--- src/rtl/sparse_cim_mac_stream.sv ---
// Streaming sparse dot-product MAC: LANES-wide beats accumulated over a valid/ready vector,
// with per-lane zero skipping (threshold or external mask), optional saturation and op/skip counters.

module sparse_cim_lane #(
    parameter int DW = 8
) (
    input  logic signed [DW-1:0]   act_i,
    input  logic signed [DW-1:0]   wgt_i,
    input  logic                   act_m_i,
    input  logic                   wgt_m_i,
    input  logic                   sparse_en_i,
    input  logic                   mask_en_i,
    input  logic [DW-1:0]          thr_i,
    output logic                   keep_o,
    output logic signed [2*DW-1:0] prod_o
);
    logic [DW:0] act_abs, wgt_abs;
    logic        act_nz, wgt_nz;

    always_comb begin
        // one extra bit so |-2^(DW-1)| stays positive
        act_abs = act_i[DW-1] ? (~{act_i[DW-1], act_i} + (DW+1)'(1)) : {1'b0, act_i};
        wgt_abs = wgt_i[DW-1] ? (~{wgt_i[DW-1], wgt_i} + (DW+1)'(1)) : {1'b0, wgt_i};
        act_nz  = mask_en_i ? act_m_i : (act_abs >= {1'b0, thr_i});
        wgt_nz  = mask_en_i ? wgt_m_i : (wgt_abs >= {1'b0, thr_i});
        keep_o  = !sparse_en_i || (act_nz && wgt_nz);
        prod_o  = keep_o ? (2*DW)'(act_i) * (2*DW)'(wgt_i) : '0;
    end
endmodule

module sparse_cim_mac_stream #(
    parameter int LANES             = 16,
    parameter int DATA_WIDTH        = 8,
    parameter int ACC_WIDTH         = 32,
    parameter int DEFAULT_THRESHOLD = 2,
    parameter int CNT_WIDTH         = 16
) (
    input  logic                        clk,
    input  logic                        rst_n,
    input  logic                        clear,
    input  logic                        cfg_sparse_en,
    input  logic                        cfg_saturate,
    input  logic [DATA_WIDTH-1:0]       cfg_threshold,
    input  logic                        cfg_mask_en,
    input  logic                        in_valid,
    output logic                        in_ready,
    input  logic                        in_last,
    input  logic [LANES*DATA_WIDTH-1:0] in_act,
    input  logic [LANES*DATA_WIDTH-1:0] in_wgt,
    input  logic [LANES-1:0]            in_act_mask,
    input  logic [LANES-1:0]            in_wgt_mask,
    output logic                        out_valid,
    input  logic                        out_ready,
    output logic [ACC_WIDTH-1:0]        out_result,
    output logic [CNT_WIDTH-1:0]        out_total_ops,
    output logic [CNT_WIDTH-1:0]        out_skipped_ops,
    output logic                        out_sat,
    output logic                        busy
);
    localparam int DW = DATA_WIDTH;
    localparam int AW = ACC_WIDTH;
    localparam int SW = 2*DW + $clog2(LANES) + 1;
    localparam int EW = ((AW > SW) ? AW : SW) + 1;
    localparam int PW = $clog2(LANES+1);
    localparam logic signed [EW-1:0] MAXV = {{(EW-AW+1){1'b0}}, {(AW-1){1'b1}}};
    localparam logic signed [EW-1:0] MINV = {{(EW-AW+1){1'b1}}, {(AW-1){1'b0}}};

    typedef enum logic [1:0] {S_IDLE, S_ACCUM, S_DRAIN, S_HOLD} state_t;
    state_t state_q, state_d;
    logic   drain_q, drain_d, run_q;

    logic                  cfg_sparse_q, cfg_sat_q, cfg_mask_q;
    logic [DW-1:0]         cfg_thr_q;
    logic                  sparse_use, mask_use;
    logic [DW-1:0]         thr_raw, thr_use;

    logic [LANES-1:0]            keep;
    logic [LANES-1:0][2*DW-1:0]  lane_prod;
    logic [PW-1:0]               skip_cnt;

    logic                        s1_vld_q;
    logic [LANES-1:0][2*DW-1:0]  s1_prod_q;
    logic [PW-1:0]               s1_skip_q;

    logic [AW-1:0]        acc_q, acc_d;
    logic [CNT_WIDTH-1:0] tot_q, tot_d, skp_q, skp_d;
    logic                 sat_q, sat_d;
    logic signed [SW-1:0] sum;
    logic signed [EW-1:0] wide;
    logic [CNT_WIDTH:0]   tot_sum, skp_sum;
    logic                 accept, first;

    assign first    = (state_q == S_IDLE);
    assign in_ready = run_q && (state_q == S_IDLE || state_q == S_ACCUM);
    assign accept   = in_valid && in_ready;

    // the first beat of a vector sees live config; later beats use the latched copy
    assign sparse_use = first ? cfg_sparse_en : cfg_sparse_q;
    assign mask_use   = first ? cfg_mask_en   : cfg_mask_q;
    assign thr_raw    = first ? cfg_threshold : cfg_thr_q;
    assign thr_use    = (thr_raw == '0) ? DW'(DEFAULT_THRESHOLD) : thr_raw;

    for (genvar i = 0; i < LANES; i++) begin : g_lane
        sparse_cim_lane #(.DW(DW)) u_lane (
            .act_i       (in_act[i*DW +: DW]),
            .wgt_i       (in_wgt[i*DW +: DW]),
            .act_m_i     (in_act_mask[i]),
            .wgt_m_i     (in_wgt_mask[i]),
            .sparse_en_i (sparse_use),
            .mask_en_i   (mask_use),
            .thr_i       (thr_use),
            .keep_o      (keep[i]),
            .prod_o      (lane_prod[i])
        );
    end

    always_comb begin
        skip_cnt = '0;
        for (int i = 0; i < LANES; i++) skip_cnt = skip_cnt + PW'(!keep[i]);
    end

    always_comb begin
        sum = '0;
        for (int i = 0; i < LANES; i++)
            sum = sum + {{(SW-2*DW){s1_prod_q[i][2*DW-1]}}, s1_prod_q[i]};
        wide  = {{(EW-AW){acc_q[AW-1]}}, acc_q} + {{(EW-SW){sum[SW-1]}}, sum};
        acc_d = wide[AW-1:0];
        sat_d = sat_q;
        if (cfg_sat_q) begin
            if (wide > MAXV) begin
                acc_d = MAXV[AW-1:0];
                sat_d = 1'b1;
            end else if (wide < MINV) begin
                acc_d = MINV[AW-1:0];
                sat_d = 1'b1;
            end
        end
        tot_sum = {1'b0, tot_q} + (CNT_WIDTH+1)'(LANES);
        skp_sum = {1'b0, skp_q} + (CNT_WIDTH+1)'(s1_skip_q);
        tot_d   = tot_sum[CNT_WIDTH] ? '1 : tot_sum[CNT_WIDTH-1:0];
        skp_d   = skp_sum[CNT_WIDTH] ? '1 : skp_sum[CNT_WIDTH-1:0];
    end

    always_comb begin
        state_d = state_q;
        drain_d = drain_q;
        case (state_q)
            S_IDLE:  if (accept) begin
                         state_d = in_last ? S_DRAIN : S_ACCUM;
                         drain_d = 1'b0;
                     end
            S_ACCUM: if (accept && in_last) begin
                         state_d = S_DRAIN;
                         drain_d = 1'b0;
                     end
            S_DRAIN: if (drain_q) state_d = S_HOLD;
                     else         drain_d = 1'b1;
            S_HOLD:  if (out_ready) state_d = S_IDLE;
            default: state_d = S_IDLE;
        endcase
    end

    always_ff @(posedge clk or negedge rst_n) begin
        if (!rst_n) begin
            state_q      <= S_IDLE;
            drain_q      <= 1'b0;
            run_q        <= 1'b0;
            cfg_sparse_q <= 1'b0;
            cfg_sat_q    <= 1'b0;
            cfg_mask_q   <= 1'b0;
            cfg_thr_q    <= '0;
            s1_vld_q     <= 1'b0;
            s1_prod_q    <= '0;
            s1_skip_q    <= '0;
            acc_q        <= '0;
            tot_q        <= '0;
            skp_q        <= '0;
            sat_q        <= 1'b0;
        end else if (clear) begin
            state_q  <= S_IDLE;
            drain_q  <= 1'b0;
            run_q    <= 1'b1;
            s1_vld_q <= 1'b0;
            acc_q    <= '0;
            tot_q    <= '0;
            skp_q    <= '0;
            sat_q    <= 1'b0;
        end else begin
            state_q  <= state_d;
            drain_q  <= drain_d;
            run_q    <= 1'b1;
            s1_vld_q <= accept;
            if (accept) begin
                s1_prod_q <= lane_prod;
                s1_skip_q <= skip_cnt;
            end
            // S1 is always empty in IDLE, so zeroing never collides with an S2 update
            if (accept && first) begin
                cfg_sparse_q <= cfg_sparse_en;
                cfg_sat_q    <= cfg_saturate;
                cfg_mask_q   <= cfg_mask_en;
                cfg_thr_q    <= cfg_threshold;
                acc_q        <= '0;
                tot_q        <= '0;
                skp_q        <= '0;
                sat_q        <= 1'b0;
            end else if (s1_vld_q) begin
                acc_q <= acc_d;
                tot_q <= tot_d;
                skp_q <= skp_d;
                sat_q <= sat_d;
            end
        end
    end

    assign out_valid       = (state_q == S_HOLD);
    assign busy            = (state_q != S_IDLE);
    assign out_result      = acc_q;
    assign out_total_ops   = tot_q;
    assign out_skipped_ops = skp_q;
    assign out_sat         = sat_q;
endmodule

--- config.mk ---
export PLATFORM = sky130hd
export DESIGN_NAME = sparse_cim_mac_stream
export DESIGN_NICKNAME = d
export VERILOG_FILES = /design/src/rtl/sparse_cim_mac_stream.sv
export SDC_FILE = /design/constraint.sdc
export NUM_CORES = 2
export LEC_CHECK = 0
export ABC_AREA = 1
export CELL_PAD_IN_SITES_DETAIL_PLACEMENT = 0
export CELL_PAD_IN_SITES_GLOBAL_PLACEMENT = 1
export CORE_MARGIN = 5
export CORE_UTILIZATION = 35
export CTS_BUF_LIST = sky130_fd_sc_hd__clkbuf_16
export DETAILED_ROUTE_END_ITERATION = 16
export GPL_TIMING_DRIVEN = 0
export PLACE_DENSITY = 0.66
export SETUP_SLACK_MARGIN = 0.4
export SLEW_MARGIN = 25
export SYNTH_ARGS = -nofsm -noshare
export SYNTH_HDL_FRONTEND = slang
export SYNTH_SLANG_ARGS = --single-unit
export TNS_END_PERCENT = 5
--- constraint.sdc ---
create_clock -name clk -period 11.2 [get_ports clk]
set_input_delay 1.68 -clock clk [delete_from_list [all_inputs] [get_ports clk]]
set_output_delay 1.68 -clock clk [all_outputs]
set_load 0.005 [all_outputs]
### Word-level counts from Yosys, hierarchy flattened

Index checks and enable logic that the tools add are counted.
W data, S select, Z words.

| cells by class | value |
|---|---|
| $add $sub $neg | 65 |
| $mul | 16 |
| order comparisons | 34 |
| equal/unequal tests | 7 |
| multiplexer cells | 116 |
| bitwise logic cells | 33 |
| reductions and logical operators | 66 |

Operators with widths:

| cell | count |
|---|---|
| $mux W16 | 24 |
| $add A9 B1 Y9 const B | 32 |
| $ge A9 B8 Y1 | 32 |
| $mux W9 | 32 |
| $not A9 Y9 | 32 |
| $mul A8 B8 Y16 | 16 |
| $add A21 B21 Y21 | 10 |
| $mux W32 | 6 |
| $add A5 B1 Y5 | 11 |
| $mux W1 | 44 |
| $add A32 B21 Y33 | 1 |
| $gt A33 B32 Y1 const B | 1 |
| $lt A33 B32 Y1 const B | 1 |
| $add A20 B16 Y21 | 1 |
| $add A19 B16 Y20 | 1 |
| $logic_and A1 B1 Y1 | 20 |
| $add A18 B16 Y19 | 1 |
| $add A17 B16 Y18 | 1 |
| $add A16 B16 Y17 | 1 |
| $add A16 B5 Y17 | 1 |
| $add A16 B5 Y17 const B | 1 |
| $logic_not A1 Y1 | 17 |
| $logic_or A1 B1 Y1 | 17 |
| $mux W8 | 2 |
| 21 further kinds | 32 |

| word-level totals | value |
|---|---|
| flip-flop bits (word level) | 342 |
| bits of input ports | 305 |
| output and inout bits | 68 |
| word-level logic and storage cells | 366 |

### Depth between registers and ports, before layout

| depth | value |
|---|---|
| depth after elaboration | 24 |
| mapped depth | 46 |
| gate-level depth less buffers | 45 |

### Hierarchy

From an unflattened synthesis, not the netlist that was laid out.

| second synthesis, totals | value |
|---|---|
| cells, all modules | 11565 |
| area total of the unflattened synthesis | 81817.2 sq um |

Modules (own cells, without submodules):

| module | times used | cells each | area each (sq um) | seq. area each (sq um) |
|---|---|---|---|---|
| sparse_cim_lane (g_lane[0].u_lane ...) | 11 | 545 | 3642.2 | 0.0 |
| sparse_cim_mac_stream | 1 | 2871 | 23752.8 | 8483.1 |
| sparse_cim_lane (g_lane[8].u_lane ...) | 2 | 538 | 3587.2 | 0.0 |
| sparse_cim_lane (g_lane[6].u_lane) | 1 | 548 | 3649.8 | 0.0 |
| sparse_cim_lane (g_lane[13].u_lane) | 1 | 541 | 3642.2 | 0.0 |
| sparse_cim_lane (g_lane[7].u_lane) | 1 | 534 | 3533.4 | 0.0 |

### Least setup slack after synthesis

OpenSTA, ideal clock, no wires.

| timing path | value |
|---|---|
| path type | input to register |
| start point | input cfg_threshold[7] |
| end point | register s1_skip_q[4] |
| library setup time | 0.083 ns |
| arrival | 8.654 ns |
| data required time | 11.117 ns |
| slack | 2.463 ns |
| stages on the path | 27 |
| buffers on the path | 0 |
| cells stage by stage | inv_1 nand2_1 o21ai_0 nand4_1 nor4_1 nor2_1 ha_1 nand3_1 o211ai_1 nand3_1 a21boi_0 o21a_1 o21ai_0 nand2_1 nand3_1 nand2_1 fa_1 fa_1 inv_1 fa_1 fa_1 ha_1 inv_1 fa_1 nor2_1 o21ai_0 o21ai_0 |

| between the ends | value |
|---|---|
| cells in the longest elaborated chain, start to end | 23 |
| elaborated cells between the ends (all ways) | 130 |
| those cells by class | add/sub: 15; order compare: 32; mux: 34; reduce/logical: 49 |

Ends and longest elaborated chain:

| element | RTL line | source |
|---|---|---|
| start, declared | 43 | `input logic [DATA_WIDTH-1:0] cfg_threshold,` |
| $mux W8 * | 100 | `assign thr_raw = first ? cfg_threshold : cfg_thr_q;` |
| $logic_not A8 Y1 | 101 | `assign thr_use = (thr_raw == '0) ? DW'(DEFAULT_THRESHOLD) : thr_raw;` |
| $mux W8 * | 101 |  |
| $ge A9 B8 Y1, on equally long branches | 24, 25 |  |
| $mux W1, on equally long branches | 24, 25 |  |
| $logic_and A1 B1 Y1 | 26 | `keep_o = !sparse_en_i \|\| (act_nz && wgt_nz);` |
| $logic_or A1 B1 Y1 | 26 |  |
| $logic_not A1 Y1 | 119 | `for (int i = 0; i < LANES; i++) skip_cnt = skip_cnt + PW'(!keep[i]);` |
| $add A1 B1 Y2 | 119 |  |
| $add A2 B1 Y3 | 119 |  |
| $add A3 B1 Y4 | 119 |  |
| $add A4 B1 Y5 | 119 |  |
| $add A5 B1 Y5 (10 in series) | 119 |  |
| $add A5 B1 Y5 * | 119 |  |
| end signal, assigned | 195 | `s1_skip_q <= skip_cnt;` |
| end, declared | 83 | `logic [PW-1:0] s1_skip_q;` |

Every way passes the cells marked *; elsewhere a longest branch is shown, timed or not.
A chain may end at the register's enable or synchronous reset.

### Final worst setup path

| timing path | value |
|---|---|
| start point | register s1_prod_q[162] in the netlist's numbering |
| end point | register acc_q[6] (netlist: out_result[6]) |

| between the ends | value |
|---|---|
| cells in the longest elaborated chain, start to end | 14 |
| elaborated cells between the ends (all ways) | 15 |
| those cells by class | add/sub: 7; order compare: 2; mux: 6 |

Ends and longest elaborated chain:

| element | RTL line | source |
|---|---|---|
| start, declared | 82 | `logic [LANES-1:0][2*DW-1:0] s1_prod_q;` |
| start signal, assigned | 194 | `s1_prod_q <= lane_prod;` |
| $add A21 B21 Y21 * (6 in series) | 125 | `sum = sum + {{(SW-2*DW){s1_prod_q[i][2*DW-1]}}, s1_prod_q[i]};` |
| $add A32 B21 Y33 * | 126 | `wide = {{(EW-AW){acc_q[AW-1]}}, acc_q} + {{(EW-SW){sum[SW-1]}}, sum};` |
| $lt A33 B32 Y1 | 133 | `end else if (wide < MINV) begin` |
| $mux W32 | 133 |  |
| $mux W32 | 130 | `if (wide > MAXV) begin` |
| $mux W32 * | 129 | `if (cfg_sat_q) begin` |
| $mux W32 * | 207 | `end else if (s1_vld_q) begin` |
| $mux W32 * | 198 | `if (accept && first) begin` |
| $mux W32 * | 179 | `end else if (clear) begin` |
| end signal, assigned | 184 | `acc_q <= '0;` |
| end signal, assigned | 203 | `acc_q <= '0;` |
| end signal, assigned | 208 | `acc_q <= acc_d;` |
| end, declared | 85 | `logic [AW-1:0] acc_q, acc_d;` |

Every way passes the cells marked *; elsewhere a longest branch is shown, timed or not. The select of a mux whose other input is x is not followed.

==> results.cfg <==
[detailed_routing]
drc = 0
num_vias = 58400
firstDrtPassIters = 6
ant_nets = 0
drt_iter0_drc = 3425
vias_per_cell = 4.70
wirelength_um = 227000
wl_per_cell_um = 18.3

[worst_hold_path]
hold_class = flop to flop
hold_path_end = drain_q
worstHoldStart = drain_q
hold_path_depth = 2

[finish]
final-seq-area_sq_um = 8480
area_growth_pct = 11.2
nNetsFinal = 11900
fin_cells = 12400
multi_input_area_sq_um = 53300
fillers = 21500
drive_gt1_share_pct = 1.86
final_cell_area_sq_um = 80900

[critical_path]
endpoint_kind = flop
worstSetupPathType = flop to flop
cp_slowest_cell = fa_1
worstReg2RegStart = s1_prod_q[162]
path_max_fanout = 14
critPathLaunchType = flop
ff2ff_setup_slack_ps = 2240
r2r_end = out_result[6]
crit_required_ps = 11720
critPathArrivalTime_ps = 9480
worst_path_most_repeated_cell = nand2_1
reg2reg_depth = 41
cp_slowest_stage_delay_ps = 630

[timing]
report.final.setup_viol = 0
rsz0062_at_grt = false
finalCritPeriodShare_pct = 80.0
final_max_slew_viol_count = 0
timing.fmax_mhz = 112
worst_slack_ps = 2240
tightest_slew_ps = 1040
finClkSkew_ps = 23.5
hold_violations = 0
post-route-min-period_ps = 8960
slew_headroom_pct = 30.7

[synth]
yosys_warnings = 0
synth_common_cells = inv_1, nand2_1, fa_1
ys.flop_type = dfrtp_1
syn_nets = 11600
synth-edff-count = 0
yosysSeqAreaShare_pct = 11.7
yosysUniqueCellTypes = 48
yosys-top-cells-area = fa_1, ha_1, inv_1, dfrtp_1, nand2_1
synth.top_cell.area_share_pct = 31.0
netlist_instances = 9312
ys_ff_latch = 339
netlist_area_sq_um = 72800
synth.most_common_cell = inv_1
syn_area_per_cell_sq_um = 7.81
synth_top_cell_by_area = fa_1
ys_async_sr_fraction_pct = 100

[clock_network]
clock-root-buffer = clkbuf_16
htreeDepth = 2
post-cts-setup-buffers = 0
clk_pin_slew_worst_paths_ps = 60
cts_tree = yes
hold_buffers = 0
cts.repair.resized = 0
cts_buffers = 40
numClockSinks = 339
clk_latency_ps = 600
clk_path_buf_depth = 3

[global_route]
grt_pass1_vias = 60800
grt_max_degree = 86
grt_overflow = 0
grt_pass1_wl_um = 356000
grt_antenna_before_repair = 37
grt_use_total_pct = 21.1

[placement]
port_buffers = 212
gp_congestion = 0.890
dp_slack_ps = 2240
dpl.hpwl_um = 198000
place_inst = 12400
placed_cell_area_sq_um = 79500

[floorplanning]
dieWidth_um = 466
die_area_sq_um = 217000
floorplan.initialDensity_pct = 35.1
num_rows = 167
num_io_pins = 373
core-area_sq_um = 207000
die_h_um = 466

[run]
max_cap_violations = 0

[run_status]
status = finished clean
-- layout by cell type, fill, tap and decap left out, types with 7 or more instances in the layout --
cell type and n:
inv_1 2593, nand2_1 1936, fa_1 1126, ha_1 831
a21oi_1 341, dfrtp_1 339, clkbuf_1 305, o21ai_0 297
xor2_1 290, nand3_1 273, nor2_1 248, clkdlybuf4s50_1 211
xnor2_1 158, o22ai_1 129, nor3_1 80, o211ai_1 53
o21bai_1 41, clkbuf_16 40, a21o_1 33, nor4_1 29
buf_16 29, nand4_1 26, o31ai_1 24, diode_2 19
a21boi_0 18, o21a_1 18, a31oi_1 18, buf_2 17
nand2_2 16, clkinv_1 12, o21ai_4 9, buf_12 9
and3_1 8, or2_2 8, clkinv_2 8, nand3b_1 7
bufinv_16 7
-- area by class of cell --
cell class                      count  share of cell area [%]
Multi-Input combinational cell   6040                    65.9
Inverter                         2591                    12.0
Sequential cell                   339                    10.5
Tap cell                         2788                    4.31
Timing Repair Buffer              251                    3.86
Buffer                            342                    1.74
Clock buffer                       40                    1.24
Clock inverter                     33                   0.444
Antenna cell                       19                  0.0588
-- cells by family after synthesis --
kind of cell / after synthesis / share of synthesized area, %
multiplexers: 1 / 0.0155
buffers and inverters: 2933 / 15.3
adder cells (fa/ha/maj): 1957 / 45.3
AND/OR/NAND/NOR: 2644 / 14.6
XOR/XNOR: 448 / 5.39
AO/OA/AOI/OAI: 989 / 7.74
other: 1 / 0.00515
flip-flops: 339 / 11.7
-- state kept, by name, summed over array words and instances (netlist names) --
| signal | flops |
|---|---|
| out_sat | 1 |
| cfg_thr_q | 8 |
| cfg_sparse_q | 1 |
| s1_vld_q | 1 |
| drain_q | 1 |
| cfg_mask_q | 1 |
| out_skipped_ops | 16 |
| state_q | 2 |
| out_result | 32 |
| s1_prod_q | 256 |
| cfg_sat_q | 1 |
| out_total_ops | 13 |
| s1_skip_q | 5 |
| run_q | 1 |
-- worst max-delay path by stage --
stage,start,endpoint,slack (ps),depth (start not counted)
final,s1_prod_q[162],out_result[6],2240,41
after global routing,s1_prod_q[98],out_result[6],1550,41
after CTS,s1_prod_q[162],out_sat,2190,41
after detailed placement,s1_prod_q[162],out_sat,2240,41
after global placement,state_q[0],s1_skip_q[4],-10710,28
after floorplan,cfg_threshold[7],s1_skip_q[4],2460,27
-- metrics by stage --
stage	hold WS [ps]	utilization, %	setup TNS [ps]
final	492	39.1	0
after floorplan	446	-	0
after CTS	495	39.0	0
after detailed placement	486	38.4	0
after global routing	536	39.1	0
after global placement	461	37.9	-4613460
-- worst max-delay path: cells and delay by family (launching register included) --
family,cells,cell delay (ps)
AOI/OAI and AO/OA,5,1050
xor gates and xnor gates,1,230
adders and majority gates,9,4240
buffers and inverters,8,1010
DFF,1,360
and+or+nand+nor,18,1980
-- routing by layer --
layer | wire, um | global-route usage (%) | part of all wire [%]
met1 | 104000 | 29.1 | 46
met2 | 102000 | 33.9 | 45
met3 | 15100 | 4.26 | 6.6
met4 | 6530 | 5.35 | 2.9
met5 | 122 | 0 | 0.054
Power is not shown: default switching activity piles up to over one toggle a cycle in this logic, so the estimate is an artifact.
